[src/rtl/pu_riscv_memalign_split_if.sv]
// CPU-side request/response and data-bus beat signals for the misaligned access handler.
interface pu_riscv_memalign_split_if #(
    parameter int XLEN = 64
) ();
    localparam int N = XLEN / 8;

    // CPU load/store unit side
    logic            req_i;
    logic            we_i;
    logic [XLEN-1:0] adr_i;
    logic [2:0]      size_i;
    logic [XLEN-1:0] d_i;
    logic            ack_o;
    logic            err_o;
    logic [XLEN-1:0] q_o;

    // Data bus interface unit side
    logic            mem_req_o;
    logic            mem_we_o;
    logic [XLEN-1:0] mem_adr_o;
    logic [N-1:0]    mem_be_o;
    logic [XLEN-1:0] mem_d_o;
    logic            mem_ack_i;
    logic            mem_err_i;
    logic [XLEN-1:0] mem_q_i;

    // Handler view
    modport slave (
        input  req_i, we_i, adr_i, size_i, d_i,
        output ack_o, err_o, q_o,
        output mem_req_o, mem_we_o, mem_adr_o, mem_be_o, mem_d_o,
        input  mem_ack_i, mem_err_i, mem_q_i
    );

    // CPU plus memory view (drives requests and bus responses)
    modport master (
        output req_i, we_i, adr_i, size_i, d_i,
        input  ack_o, err_o, q_o,
        input  mem_req_o, mem_we_o, mem_adr_o, mem_be_o, mem_d_o,
        output mem_ack_i, mem_err_i, mem_q_i
    );
endinterface

[src/rtl/pu_riscv_memalign_split.sv]
// Misaligned data access handler: splits any-alignment loads/stores into one or two
// naturally aligned bus beats and reassembles load data right-justified.
module pu_riscv_memalign_split #(
    parameter int XLEN = 64
) (
    input logic                          clk_i,
    input logic                          rst_ni,
    pu_riscv_memalign_split_if.slave     bus
);
    localparam int N  = XLEN / 8;
    localparam int OW = $clog2(N);

    localparam logic [2:0] SizeDword = 3'b011;
    localparam logic [OW+3:0] XlenW = (OW + 4)'(XLEN);

    typedef enum logic [1:0] {StIdle, StBeat1, StBeat2, StResp} state_e;

    state_e state_q, state_d;

    logic            we_q, we_d;
    logic [XLEN-1:0] adr_q, adr_d;      // beat-1 aligned address
    logic [OW-1:0]   off_q, off_d;
    logic [3:0]      bytes_q, bytes_d;
    logic [4:0]      end_q, end_d;      // off + bytes
    logic            split_q, split_d;
    logic [XLEN-1:0] dat_q, dat_d;      // store data
    logic [XLEN-1:0] lo_q, lo_d;        // beat-1 load part, already shifted down

    logic            ack_q, ack_d, err_q, err_d;
    logic [XLEN-1:0] q_q, q_d;
    logic            mreq_q, mreq_d, mwe_q, mwe_d;
    logic [XLEN-1:0] madr_q, madr_d, md_q, md_d;
    logic [N-1:0]    mbe_q, mbe_d;

    logic [OW-1:0]   off_in;
    logic [3:0]      bytes_in;
    logic [4:0]      end_in;
    logic            illegal_in;
    logic [OW+2:0]   sh_lo_in, sh_lo_q;
    logic [OW+3:0]   sh_hi_q;

    // Byte enables for lanes lo <= i < hi
    function automatic logic [N-1:0] be_window(input int lo, input int hi);
        logic [N-1:0] be;
        for (int i = 0; i < N; i++) be[i] = (i >= lo) && (i < hi);
        return be;
    endfunction

    // Keeps the low nbytes bytes of a word
    function automatic logic [XLEN-1:0] byte_mask(input int nbytes);
        logic [XLEN-1:0] m;
        for (int i = 0; i < N; i++) m[8*i +: 8] = (i < nbytes) ? 8'hFF : 8'h00;
        return m;
    endfunction

    assign off_in     = bus.adr_i[OW-1:0];
    assign bytes_in   = 4'd1 << bus.size_i[1:0];
    assign end_in     = 5'(off_in) + 5'(bytes_in);
    assign illegal_in = (bus.size_i > SizeDword) || ((bus.size_i == SizeDword) && (XLEN == 32));
    assign sh_lo_in   = {off_in, 3'b000};
    assign sh_lo_q    = {off_q, 3'b000};
    assign sh_hi_q    = XlenW - {1'b0, off_q, 3'b000};

    // Next-state, request latching and registered output values
    always_comb begin
        state_d = state_q;
        we_d    = we_q;
        adr_d   = adr_q;
        off_d   = off_q;
        bytes_d = bytes_q;
        end_d   = end_q;
        split_d = split_q;
        dat_d   = dat_q;
        lo_d    = lo_q;
        ack_d   = 1'b0;
        err_d   = 1'b0;
        q_d     = '0;
        mreq_d  = mreq_q;
        mwe_d   = mwe_q;
        madr_d  = madr_q;
        mbe_d   = mbe_q;
        md_d    = md_q;

        unique case (state_q)
            StIdle: begin
                if (bus.req_i) begin
                    we_d    = bus.we_i;
                    adr_d   = {bus.adr_i[XLEN-1:OW], {OW{1'b0}}};
                    off_d   = off_in;
                    bytes_d = bytes_in;
                    end_d   = end_in;
                    split_d = end_in > 5'(N);
                    dat_d   = bus.d_i;
                    if (illegal_in) begin
                        state_d = StResp;
                        ack_d   = 1'b1;
                        err_d   = 1'b1;
                    end else begin
                        state_d = StBeat1;
                        mreq_d  = 1'b1;
                        mwe_d   = bus.we_i;
                        madr_d  = {bus.adr_i[XLEN-1:OW], {OW{1'b0}}};
                        mbe_d   = be_window(int'(off_in), int'(end_in));
                        md_d    = bus.d_i << sh_lo_in;
                    end
                end
            end
            StBeat1: begin
                if (bus.mem_ack_i) begin
                    if (!bus.mem_err_i && split_q) begin
                        state_d = StBeat2;
                        lo_d    = bus.mem_q_i >> sh_lo_q;
                        madr_d  = adr_q + XLEN'(N);
                        mbe_d   = be_window(0, int'(end_q) - N);
                        md_d    = dat_q >> sh_hi_q;
                    end else begin
                        state_d = StResp;
                        ack_d   = 1'b1;
                        err_d   = bus.mem_err_i;
                        if (!bus.mem_err_i && !we_q) begin
                            q_d = (bus.mem_q_i >> sh_lo_q) & byte_mask(int'(bytes_q));
                        end
                        mreq_d  = 1'b0;
                        mwe_d   = 1'b0;
                        madr_d  = '0;
                        mbe_d   = '0;
                        md_d    = '0;
                    end
                end
            end
            StBeat2: begin
                if (bus.mem_ack_i) begin
                    state_d = StResp;
                    ack_d   = 1'b1;
                    err_d   = bus.mem_err_i;
                    if (!we_q) begin
                        q_d = (lo_q | (bus.mem_q_i << sh_hi_q)) & byte_mask(int'(bytes_q));
                    end
                    mreq_d  = 1'b0;
                    mwe_d   = 1'b0;
                    madr_d  = '0;
                    mbe_d   = '0;
                    md_d    = '0;
                end
            end
            StResp: state_d = StIdle;
            default: state_d = StIdle;
        endcase
    end

    // State register
    always_ff @(posedge clk_i or negedge rst_ni) begin
        if (!rst_ni) state_q <= StIdle;
        else         state_q <= state_d;
    end

    // Latched request and registered outputs
    always_ff @(posedge clk_i or negedge rst_ni) begin
        if (!rst_ni) begin
            we_q    <= 1'b0;
            adr_q   <= '0;
            off_q   <= '0;
            bytes_q <= '0;
            end_q   <= '0;
            split_q <= 1'b0;
            dat_q   <= '0;
            lo_q    <= '0;
            ack_q   <= 1'b0;
            err_q   <= 1'b0;
            q_q     <= '0;
            mreq_q  <= 1'b0;
            mwe_q   <= 1'b0;
            madr_q  <= '0;
            mbe_q   <= '0;
            md_q    <= '0;
        end else begin
            we_q    <= we_d;
            adr_q   <= adr_d;
            off_q   <= off_d;
            bytes_q <= bytes_d;
            end_q   <= end_d;
            split_q <= split_d;
            dat_q   <= dat_d;
            lo_q    <= lo_d;
            ack_q   <= ack_d;
            err_q   <= err_d;
            q_q     <= q_d;
            mreq_q  <= mreq_d;
            mwe_q   <= mwe_d;
            madr_q  <= madr_d;
            mbe_q   <= mbe_d;
            md_q    <= md_d;
        end
    end

    assign bus.ack_o     = ack_q;
    assign bus.err_o     = err_q;
    assign bus.q_o       = q_q;
    assign bus.mem_req_o = mreq_q;
    assign bus.mem_we_o  = mwe_q;
    assign bus.mem_adr_o = madr_q;
    assign bus.mem_be_o  = mbe_q;
    assign bus.mem_d_o   = md_q;

endmodule

[src/flat_wrapper.sv]
// flat-port wrapper written by rule: the top's interface ports become plain ports
module pu_riscv_memalign_split_flat 
#(
    parameter int XLEN = 64
)
  (clk_i, rst_ni, bus_req_i, bus_we_i, bus_adr_i, bus_size_i, bus_d_i, bus_ack_o, bus_err_o, bus_q_o, bus_mem_req_o, bus_mem_we_o, bus_mem_adr_o, bus_mem_be_o, bus_mem_d_o, bus_mem_ack_i, bus_mem_err_i, bus_mem_q_i);
  pu_riscv_memalign_split_if #(.XLEN(XLEN)) bus_i ();
  input logic clk_i;
  input logic rst_ni;
  input wire logic [$bits(bus_i.req_i)-1:0] bus_req_i;
  input wire logic [$bits(bus_i.we_i)-1:0] bus_we_i;
  input wire logic [$bits(bus_i.adr_i)-1:0] bus_adr_i;
  input wire logic [$bits(bus_i.size_i)-1:0] bus_size_i;
  input wire logic [$bits(bus_i.d_i)-1:0] bus_d_i;
  output wire logic [$bits(bus_i.ack_o)-1:0] bus_ack_o;
  output wire logic [$bits(bus_i.err_o)-1:0] bus_err_o;
  output wire logic [$bits(bus_i.q_o)-1:0] bus_q_o;
  output wire logic [$bits(bus_i.mem_req_o)-1:0] bus_mem_req_o;
  output wire logic [$bits(bus_i.mem_we_o)-1:0] bus_mem_we_o;
  output wire logic [$bits(bus_i.mem_adr_o)-1:0] bus_mem_adr_o;
  output wire logic [$bits(bus_i.mem_be_o)-1:0] bus_mem_be_o;
  output wire logic [$bits(bus_i.mem_d_o)-1:0] bus_mem_d_o;
  input wire logic [$bits(bus_i.mem_ack_i)-1:0] bus_mem_ack_i;
  input wire logic [$bits(bus_i.mem_err_i)-1:0] bus_mem_err_i;
  input wire logic [$bits(bus_i.mem_q_i)-1:0] bus_mem_q_i;
  assign bus_i.req_i = bus_req_i;
  assign bus_i.we_i = bus_we_i;
  assign bus_i.adr_i = bus_adr_i;
  assign bus_i.size_i = bus_size_i;
  assign bus_i.d_i = bus_d_i;
  assign bus_ack_o = bus_i.ack_o;
  assign bus_err_o = bus_i.err_o;
  assign bus_q_o = bus_i.q_o;
  assign bus_mem_req_o = bus_i.mem_req_o;
  assign bus_mem_we_o = bus_i.mem_we_o;
  assign bus_mem_adr_o = bus_i.mem_adr_o;
  assign bus_mem_be_o = bus_i.mem_be_o;
  assign bus_mem_d_o = bus_i.mem_d_o;
  assign bus_i.mem_ack_i = bus_mem_ack_i;
  assign bus_i.mem_err_i = bus_mem_err_i;
  assign bus_i.mem_q_i = bus_mem_q_i;
  pu_riscv_memalign_split #(.XLEN(XLEN)) u_core (.clk_i(clk_i), .rst_ni(rst_ni), .bus(bus_i));
endmodule
[config.mk]
export PLATFORM = sky130hd
export DESIGN_NAME = pu_riscv_memalign_split_flat
export DESIGN_NICKNAME = d
export VERILOG_FILES = /design/src/rtl/pu_riscv_memalign_split_if.sv /design/src/rtl/pu_riscv_memalign_split.sv /design/src/flat_wrapper.sv
export SDC_FILE = /design/constraint.sdc
export NUM_CORES = 1
export LEC_CHECK = 0
export ABC_AREA = 1
export BUFFER_PORTS_ARGS = -buffer_cell sky130_fd_sc_hd__buf_2
export CORE_AREA = 2 2 200 280
export CTS_BUF_LIST = sky130_fd_sc_hd__clkbuf_16
export DETAILED_ROUTE_END_ITERATION = 6
export DIE_AREA = 0 0 202 282
export PLACE_DENSITY_LB_ADDON = 0.05
export SLEW_MARGIN = 20
export SYNTH_ARGS = -nofsm -noshare
export SYNTH_HDL_FRONTEND = slang
export SYNTH_SLANG_ARGS = --single-unit
[constraint.sdc]
create_clock -name clk_i -period 3.2 [get_ports clk_i]
set_clock_uncertainty 0.05 [all_clocks]
set_input_delay 0.64 -clock clk_i [delete_from_list [all_inputs] [get_ports clk_i]]
set_output_delay 0.64 -clock clk_i [all_outputs]
set_load 0.01 [all_outputs]
### Yosys cells after proc, flatten, opt, wreduce, memory -nomap -nowiden

Index checks and enable logic that the tools add are counted.

| cells by class | value |
|---|---|
| reductions and logical operators | 18 |
| multiplexer cells | 56 |
| shifts and indexed selects | 5 |
| $add $sub $neg | 4 |
| eq/ne operators | 8 |
| order comparisons | 33 |
| bitwise logic cells | 3 |

Operators with widths:

| operator | count |
|---|---|
| two-way mux 64 bit | 14 |
| case mux 64 bit (3 select lines) | 2 |
| bitwise AND 64 bit | 2 |
| less-than comparator 4 x 32 -> 1 bit (first input constant) | 4 |
| case mux 64 bit (2 select lines) | 1 |
| two-way mux 8 bit | 13 |
| adder 64 x 4 -> 64 bit (second input constant) | 1 |
| less-than comparator 3 x 32 -> 1 bit (first input constant) | 2 |
| OR 64 bit | 1 |
| << shifter 64 x 6 -> 64 bit | 1 |
| << shifter 64 x 7 -> 64 bit | 1 |
| right shift 64 x 6 -> 64 bit | 1 |
| right shift 64 x 7 -> 64 bit | 1 |
| less-than comparator 1 x 32 -> 1 bit (first input constant) | 1 |
| less-than comparator 2 x 32 -> 1 bit (first input constant) | 1 |
| case mux 8 bit (3 select lines) | 1 |
| less-than comparator 3 x 5 -> 1 bit (first input constant) | 4 |
| less-than comparator 3 x 4 -> 1 bit (first input constant) | 4 |
| two-way mux 1 bit | 16 |
| case mux 1 bit (3 select lines) | 4 |
| less-than comparator 1 x 5 -> 1 bit (first input constant) | 2 |
| less-than comparator 2 x 5 -> 1 bit (first input constant) | 2 |
| != test 2 bit (second input constant) | 5 |
| >= comparator 3 bit (first input constant) | 3 |
| other kinds (22) | 40 |

| word-level totals | value |
|---|---|
| bits in registers | 409 |
| output and inout port bits | 204 |

### Depth between registers and ports, before layout

Gate-level depths: netlist of run 1.

| depth | value |
|---|---|
| word-level depth | 7 |
| depth in mapped cells | 16 |
| gate-level depth less buffers | 10 |

### Least setup slack after synthesis of run 1

OpenSTA, ideal clock, no wires.

| path | value |
|---|---|
| path type | register to register |
| from | reg u_core.off_q[0] |
| to | reg u_core.q_q[53] (netlist: u_core.bus.q_o[53]) |
| data arrival time | 2.415 ns |
| clock period less this slack | 2.610 ns |
| library setup time | 0.145 ns |
| buffers on the path | 7 |
| setup slack | 0.590 ns |
| stages on the path, launching flop included | 16 |
| cells stage by stage | dfrtp_1 buf_2 inv_2 buf_2 buf_2 buf_2 ha_1 clkbuf_1 inv_1 buf_2 buf_1 nand3_1 nand3_1 o211ai_1 nand2_1 a21oi_1 |

| on the way | value |
|---|---|
| word-level cells in the longest chain between the ends | 7 |

RTL lines:

| element | RTL line | RTL |
|---|---|---|
| start, declared | pu_riscv_memalign_split.sv:22 | `logic [OW-1:0] off_q, off_d;` |
| start signal, assigned | pu_riscv_memalign_split.sv:162 | `off_q <= '0;` |
| start signal, assigned | pu_riscv_memalign_split.sv:179 | `off_q <= off_d;` |
| subtractor 7 x 6 -> 7 bit | pu_riscv_memalign_split.sv:62 | `assign sh_hi_q = XlenW - {1'b0, off_q, 3'b000};` |
| << shifter 64 x 7 -> 64 bit | pu_riscv_memalign_split.sv:137 | `q_d = (lo_q \| (bus.mem_q_i << sh_hi_q)) & byte_mask(int'(bytes_q));` |
| OR 64 bit | pu_riscv_memalign_split.sv:137 |  |
| bitwise AND 64 bit | pu_riscv_memalign_split.sv:137 |  |
| two-way mux 64 bit | pu_riscv_memalign_split.sv:136 | `if (!we_q) begin` |
| two-way mux 64 bit | pu_riscv_memalign_split.sv:132 | `if (bus.mem_ack_i) begin` |
| case mux 64 bit (2 select lines) * | pu_riscv_memalign_split.sv:84 | `unique case (state_q)` |
| named net u_core.q_d[53] | pu_riscv_memalign_split.sv:30 | `logic [XLEN-1:0] q_q, q_d;` |
| end signal, assigned | pu_riscv_memalign_split.sv:187 | `q_q <= q_d;` |
| end, declared | pu_riscv_memalign_split.sv:30 |  |

Mark *: on every way through the listed nets, which the timed path passes. The rest lies on a longest branch.
A chain may end at the register's enable or synchronous reset.

### Final worst setup path of run 1

| path | value |
|---|---|
| from | reg u_core.off_q[0] |
| to | reg u_core.q_q[43] (netlist: u_core.bus.q_o[43]) |

The elaborated chain is that of the path after synthesis.

==> results list, run 1 <==
- Horizontal die dimension: 202 µm
* Proportion of layout cells with a drive suffix above 1: 0.153
* Min Clock Period, post-route: 2.66 ns
- Die Area: 0.0570 mm²
- For this run, the top clock speed supported by timing is 0.375 GHz.
- The floorplan step set the die height to 282 µm.
- Result of the run: complete, no violations
- Power share of the clock group: 0.168
- The final count of hold timing violations came to 0.
* Number of setup violations in the final report: 0
- Commonest cells in the synthesized netlist: sky130_fd_sc_hd__nand2_1 (1183), sky130_fd_sc_hd__o21ai_0 (433), sky130_fd_sc_hd__dfrtp_1 (406)
- In this run the power spent charging and discharging nets is 16.4 mW.
* RSZ-0062 raised after global routing: no
* Power Internal: 16.2 mW
- After filler insertion, the fill cell instance count of the layout stands at 5618.
- Post-Syn Area per Cell: 6.73 µm²
- Once detail routing completed, the nets flagged for antenna violations numbered 0.
* Ys Warns: 0
- In this run, CTS created clock tree buffers numbering 44.
* Starting utilization of the core area: 0.457
- Area fraction of the dominant cell type after synthesis: 0.410
- Clock tree synthesis selected as its root buffer the cell sky130_fd_sc_hd__clkbuf_16.
- Number of nets in the final layout: 4204
- The pre-antenna-repair detailed-routing pass consisted of 6 iterations.
* Vias in the first global route: 25500
- Floorplan row count: 101
* Largest cells by area after synthesis: sky130_fd_sc_hd__dfrtp_1 (41%), sky130_fd_sc_hd__nand2_1 (18%), sky130_fd_sc_hd__o21ai_0 (8.7%), sky130_fd_sc_hd__a21oi_1 (6.7%), sky130_fd_sc_hd__nor2_1 (5.9%)
- HPWL Detailed: 76.9 mm
- Of all cell types, the one taking the most synthesized area is sky130_fd_sc_hd__dfrtp_1.
* Maximum cell stage delay along the critical path: 0.74 ns
- Final non-filler cell total: 4744
* CTS tree: yes
- In this run the static leakage power is 13.9 nW.
- Cell area after synthesis: 0.0248 mm²
* Total I/O pin count: 405
- In this run the deepest clock path goes through 3 buffers.
- 0 antenna diodes ended up in the layout.
* Placeable core area: 0.0542 mm²
* Number of violations reported at the end of detailed-routing iteration 0: 2463
* Total buffers and inverters traversed by the critical path: 3
- Global-route wire length before repair: 157 mm
- Of the available clock period, the critical path in the final layout requires 0.832.
- Routed wirelength normalized by instance count: 22.1 µm
- Clock latency on the worst-skew pair: 0.59 ns
- Routed vias/inst: 5.65
* All-Layer GR Usage: 0.363
- Counting flops with an async set or reset pin after synthesis yields a share of 1.00.
- Walking the worst path, the cells encountered are buf_12, nor3_1, nor2_1, inv_1, buf_4, nor2_1, nor2_1, nand2_1, nand2_1, a21oi_1.
- Area Overhead vs Synth: 18.0%
- Of the total power, registers draw 0.280.
- In this run, synthesis produced a sequential element count of 406.
- Setup total negative slack on the finished layout was measured at 0 ns.
- Number of sinks on the clock net: 406
- Startpoint type of the worst setup path: flip-flop
- # port buffers: 401
* Overflow after GRT: 0
- Max-cap violations: 0
- The congestion estimate from routability-driven global placement came to 1.01.
- Total via count in the routed design: 26800
* Count leader, synth: sky130_fd_sc_hd__nand2_1
* Cell count after synthesis: 3683
* Kind of end point of the critical path: flip-flop
* H-tree depth reported by CTS: 2
* Cell with the most instances on the worst path: sky130_fd_sc_hd__nor2_1
* Critical Path Fanout Max: 143
- For this design, the slowest cell found on the critical path is sky130_fd_sc_hd__nor3_1.
- Required time at the worst-slack endpoint: 3.61 ns
* Worst slew slack as a fraction of its limit: 0.437
* Crit path DAT: 3.07 ns
- Final-report max-slew violation count: 0
- In this run, distinct cell masters in the synthesized netlist total 44.
- At the end of the flow the core is filled with cells to 0.540.
- Flip-flop cell with the highest count after synthesis: sky130_fd_sc_hd__dfrtp_1
- The worst setup path is of the reg -> reg kind.
- Peak supply drop: 0.739 mV
* Initial antenna violation count: 1
- Post-route DRC violation count: 0
* Worst min-delay path class: in -> reg
- Power spread over the standard cell area amounts to 1110 mW/mm².
- Of the total power, combinational logic draws 0.553.
* Switching part of the total: 0.503
- Final wirelength: 105 mm
- Entering global routing, the biggest net connects 144 pins.
- Proportion of synthesized chip area in sequential cells: 0.410
* Cell family with the largest share of critical-path delay: simple AND/OR/NAND/NOR gates
- In this run, placement finished with an instance count of 4664.
- EDFF count, synth: 0
- After clock tree synthesis, the clock-pin slew on the worst setup and hold paths is 0.06 ns.
- Worst-margin pin slew: 0.836 ns
[worst reg2reg max path: cells and delay by family, from the launching register on]
kind	cells	cell delay (ns)
simple gates	6	1.18
buf+inv	3	0.75
flops	1	0.50
compound gates	1	0.07
[area by class of cell]
class | count | area, µm² | area share
clock buffer | 45 | 1130 | 0.0385
clock inverter | 34 | 362 | 0.0124
inverter | 240 | 910 | 0.0311
multi-input combinational | 2812 | 12900 | 0.440
sequential | 406 | 10200 | 0.347
tap | 721 | 902 | 0.0308
timing repair buffer | 486 | 2920 | 0.0998
[per-layer routing]
metal | GRT usage | wire length [µm]
met3 | 0.0588 | 8350
met5 | 0 | 7
met2 | 0.589 | 48400
met1 | 0.457 | 40800
met4 | 0.221 | 7520
[state kept, by name (all words and copies together), names as in the netlist, 2 cells and up]
register	count
u_core.dat_q	64
u_core.bus.q_o	64
u_core.end_q	5
u_core.off_q	3
u_core.adr_q	61
u_core.lo_q	64
u_core.bus.mem_adr_o	61
u_core.bytes_q	4
u_core.bus.mem_d_o	64
u_core.state_q	2
u_core.bus.mem_be_o	8
[kinds of logic after synthesis]
kind of cell / count (synthesis) / share of synthesized area
xor gates and xnor gates: 5 / 0.00207
buffers and inverters: 467 / 0.0742
other: 1 / 0.000151
AOI/OAI and AO/OA: 949 / 0.208
and+or+nand+nor: 1833 / 0.296
muxes: 9 / 0.00363
DFF: 406 / 0.410
adders and majority gates: 13 / 0.00686
[metrics by stage]
| stage | worst slack [ns] | hold WS (ns) | total power [mW] | instance area (µm²) |
|---|---|---|---|---|
| finish | 0.536 | 0.217 | 32.6 | 29300 |
| global placement | 0.578 | 0.404 | 26.8 | 27800 |
| detailed placement | 0.551 | 0.407 | 26.8 | 27800 |
| CTS | 0.604 | 0.189 | 32.4 | 29300 |
| global route | 0.380 | 0.223 | 34.9 | 29300 |
| floorplan | 0.590 | 0.294 | 20.0 | 24800 |
[worst paths after layout]
path,cells past startpoint,from,to,slack [ns]
setup / recovery,10,u_core.off_q[0]$_DFFE_PN0P_,u_core.bus.q_o[43]$_DFF_PN0_,0.54
setup reg to reg,10,u_core.off_q[0]$_DFFE_PN0P_,u_core.bus.q_o[43]$_DFF_PN0_,0.54
min in group asynchronous,2,rst_ni,u_core.bus.q_o[17]$_DFF_PN0_,0.53
max in group asynchronous,3,rst_ni,u_core.bus.mem_d_o[23]$_DFFE_PN0P_,1.72
hold / removal,3,bus_adr_i[6],u_core.adr_q[6]$_DFFE_PN0P_,0.22
hold reg to reg,2,u_core.dat_q[0]$_DFFE_PN0P_,u_core.dat_q[0]$_DFFE_PN0P_,0.42
[power groups by stage]
stage | clock network (mW) | logic, mW | registers [mW]
2_1_floorplan | 0 | 11.0 | 8.96
3_3_place_gp | 0 | 17.6 | 9.12
3_5_place_dp | 0 | 17.7 | 9.11
4_1_cts | 5.54 | 17.8 | 9.07
5_1_grt | 5.73 | 19.8 | 9.32
6_report | 5.46 | 18.0 | 9.11
[repair_timing]
item,CTS,global route
hold buffers,1,0
hold endpoints to repair,48,0
resized for setup,0,0
buffers inserted,0,0
[layout by cell type, fill, tap and decap left out, drive strengths merged, types with 4 or more instances in the layout]
cell type and n:
buf 485, or2 39, a31oi 27, ha 12
nand3 168, o22ai 7, mux2i 9, o211ai 100
nor2 393, clkinv 20, o311ai 5, a21oi 330
bufinv 8, nand4 11, and2 11, nor3 22
o21bai 12, a22oi 4, o21ai 445, clkbuf 45
a21o 4, nand2 1184, dfrtp 406, inv 243
o21a 9
(Power assumes the default switching activity.)
==> run 2: changes to the inputs <==
clock period = 2.47 ns   (was 3.2 ns; I/O delays follow)
==> results list, run 2 (same netlist as run 1, synthesis figures left out) <==
- Power density of the placed cells: 1430 mW/mm²
- Peak supply drop: 1.19 mV
- Critical Path Fanout Max: 61
- Routed wirelength normalized by instance count: 22.8 µm
* # port buffers: 401
* Total I/O pin count: 405
* Vias in the first global route: 26500
* Maximum achievable frequency: 0.424 GHz
* Number of buffers between clock root and the deepest sink: 3
- Post-route clock period utilization: 0.955
- The worst path in the final design needs a cycle of 2.36 ns, including I/O delays and setup.
* Max-cap violations: 0
- Horizontal die dimension: 202 µm
- Number of cells traversed by the worst hold path: 3
* Floorplan row count: 101
- Setup repair after global routing left no endpoint under its margin.
* Commonest non-fill, non-tap cell in the layout: sky130_fd_sc_hd__nand2_1
* Area Overhead vs Synth: 20.5%
- The floorplan step defined a die boundary enclosing 0.0570 mm².
- Entering global routing, the biggest net connects 146 pins.
- After routing, the total negative slack on setup checks comes to 0 ns.
* Result of the run: complete, no violations
* Clock transition at the registers of the reported paths: 0.07 ns
* Final hold violation count: 0
- The worst setup path is captured at a flip-flop.
- In this design, the stage delay of the slowest critical-path cell is 0.40 ns.
- For the worst setup path, the data arrival time is 2.82 ns.
* Final wirelength: 110 mm
- Clock buffers created by TritonCTS: 43
- TritonCTS built the clock tree.
- The clock drives 406 sinks.
- Placeable core area: 0.0542 mm²
* Starting utilization of the core area: 0.457
- The routed layout has 27200 vias.
- Worst-margin pin slew: 1.04 ns
- Proportion of layout cells with a drive suffix above 1: 0.168
- Final-report max-slew violation count: 0
- Cell chain of the critical path: inv_1, ha_1, inv_1, nor2_1, nand2_1, nor3_4, buf_12, nand2_1, a21oi_1, buf_4
- Hold Crit Endpoint: u_core.adr_q[12]$_DFFE_PN0P_
- The detailed router finished its first iteration with 2651 violations.
- Worst min-delay path class: in -> reg
* Number of nets with antenna violations after detailed routing: 0
- R2r startpoint: u_core.state_q[1]$_DFFE_PN0P_
- Post-route DRC violation count: 0
* Register-to-Register Setup Slack: 0.11 ns
- Final Total Pwr: 42.8 mW
* Worst slew slack as a fraction of its limit: 0.302
- The pre-antenna-repair detailed-routing pass consisted of 6 iterations.
- The worst setup path is of the reg -> reg kind.
- Die Height: 282 µm
- The slowest stage of the critical path is the sky130_fd_sc_hd__dfrtp_1 cell.
* Core Util, Final: 0.551
- Leaving out fill and tap cells, the most frequent cells in the layout are sky130_fd_sc_hd__nand2_1 (1182), sky130_fd_sc_hd__o21ai_0 (432), sky130_fd_sc_hd__dfrtp_1 (405), sky130_fd_sc_hd__buf_2 (400), sky130_fd_sc_hd__nor2_1 (386).
- Setup Buffers After CTS: 0
* Root buf cell: sky130_fd_sc_hd__clkbuf_16
- Hold Path Origin: bus_adr_i[12]
- Worst flop-to-flop path endpoint: u_core.bus.q_o[44]$_DFF_PN0_
- Static power due to leakage: 14.3 nW
* All-Layer GR Usage: 0.382
- Number of nets in the final layout: 4278
- The first global-routing pass estimated 164 mm of wire.
* Initial antenna violation count: 5
* Overflow after GRT: 0
- Setup violations remaining at the end of the flow were counted as 0.
* Required time at the worst-slack endpoint: 2.93 ns
- Worst reg2reg path depth: 10
- The H-tree generated during clock tree synthesis spans 2 levels.
* Clock latency on the worst-skew pair: 0.59 ns
- Weighted congestion reported at the end of routability-driven placement: 0.986
- Final worst hold slack: 0.0569 ns
- HPWL Detailed: 82.2 mm
- STA classifies the critical path startpoint as a flip-flop.
* Routed vias/inst: 5.64
## run 2: stage by stage
step | cells | cell area, µm² | worst slack [ns]
floorplan | 3685 | 24800 | 0.00352
global placement | 4739 | 28500 | 0.00574
detailed placement | 4739 | 28500 | 0.0222
CTS | 4817 | 29900 | 0.0114
global route | 4817 | 29900 | 0.00135
finish | 4818 | 29900 | 0.111
## run 2: final cells by class
cell class	count	area, µm²
Clock inverter	32	279
Multi-Input combinational cell	2812	12900
Clock buffer	45	1130
Inverter	240	910
Sequential cell	406	10200
Fill cell	5624	24300
Tap cell	721	902
Antenna cell	1	2.50
Timing Repair Buffer	561	3630
## run 2: what timing repair did
item	in CTS	in global routing
endpoints found under the hold margin	40	0
gates resized for setup	0	2
endpoints found under the setup margin	0	11
hold buffers	1	0
## run 2: layer usage
layer,vias to the layer above,share of wire,global-route usage
met2,1229,0.47,0.635
met3,262,0.072,0.0563
met5,-,0.00041,0
met4,8,0.064,0.218
met1,12900,0.39,0.477
li1,12800,-,-
## run 2: critical path: cells and delay by family, from the launching register on
| family | cells | cell delay, ns |
|---|---|---|
| AOI/OAI and AO/OA | 1 | 0.23 |
| adders and majority gates | 1 | 0.24 |
| buffers and inverters | 4 | 0.69 |
| DFF | 1 | 0.40 |
| and+or+nand+nor | 4 | 0.60 |
## run 2: worst max path at each step
| stage | from | endpoint | slack (ns) | depth (start not counted) |
|---|---|---|---|---|
| 2_1_floorplan | u_core.off_q[0]$_DFFE_PN0P_ | u_core.bus.mem_d_o[14]$_DFFE_PN0P_ | 0.004 | 13 |
| 3_3_place_gp | u_core.off_q[0]$_DFFE_PN0P_ | u_core.bus.q_o[43]$_DFF_PN0_ | 0.006 | 9 |
| 3_5_place_dp | u_core.off_q[0]$_DFFE_PN0P_ | u_core.bus.q_o[32]$_DFF_PN0_ | 0.02 | 8 |
| 4_1_cts | u_core.off_q[0]$_DFFE_PN0P_ | u_core.bus.q_o[43]$_DFF_PN0_ | 0.01 | 9 |
| 5_1_grt | u_core.state_q[0]$_DFFE_PN0P_ | u_core.bus.mem_d_o[25]$_DFFE_PN0P_ | 0.001 | 9 |
| 6_report | u_core.state_q[1]$_DFFE_PN0P_ | u_core.bus.q_o[44]$_DFF_PN0_ | 0.11 | 10 |
## run 2: report_power, final
part	total, mW	switching, mW	internal [mW]
clock network	6.75	2.94	3.81
logic	24.0	15.9	8.08
registers	12.1	2.56	9.56
total	42.8	21.4	21.4
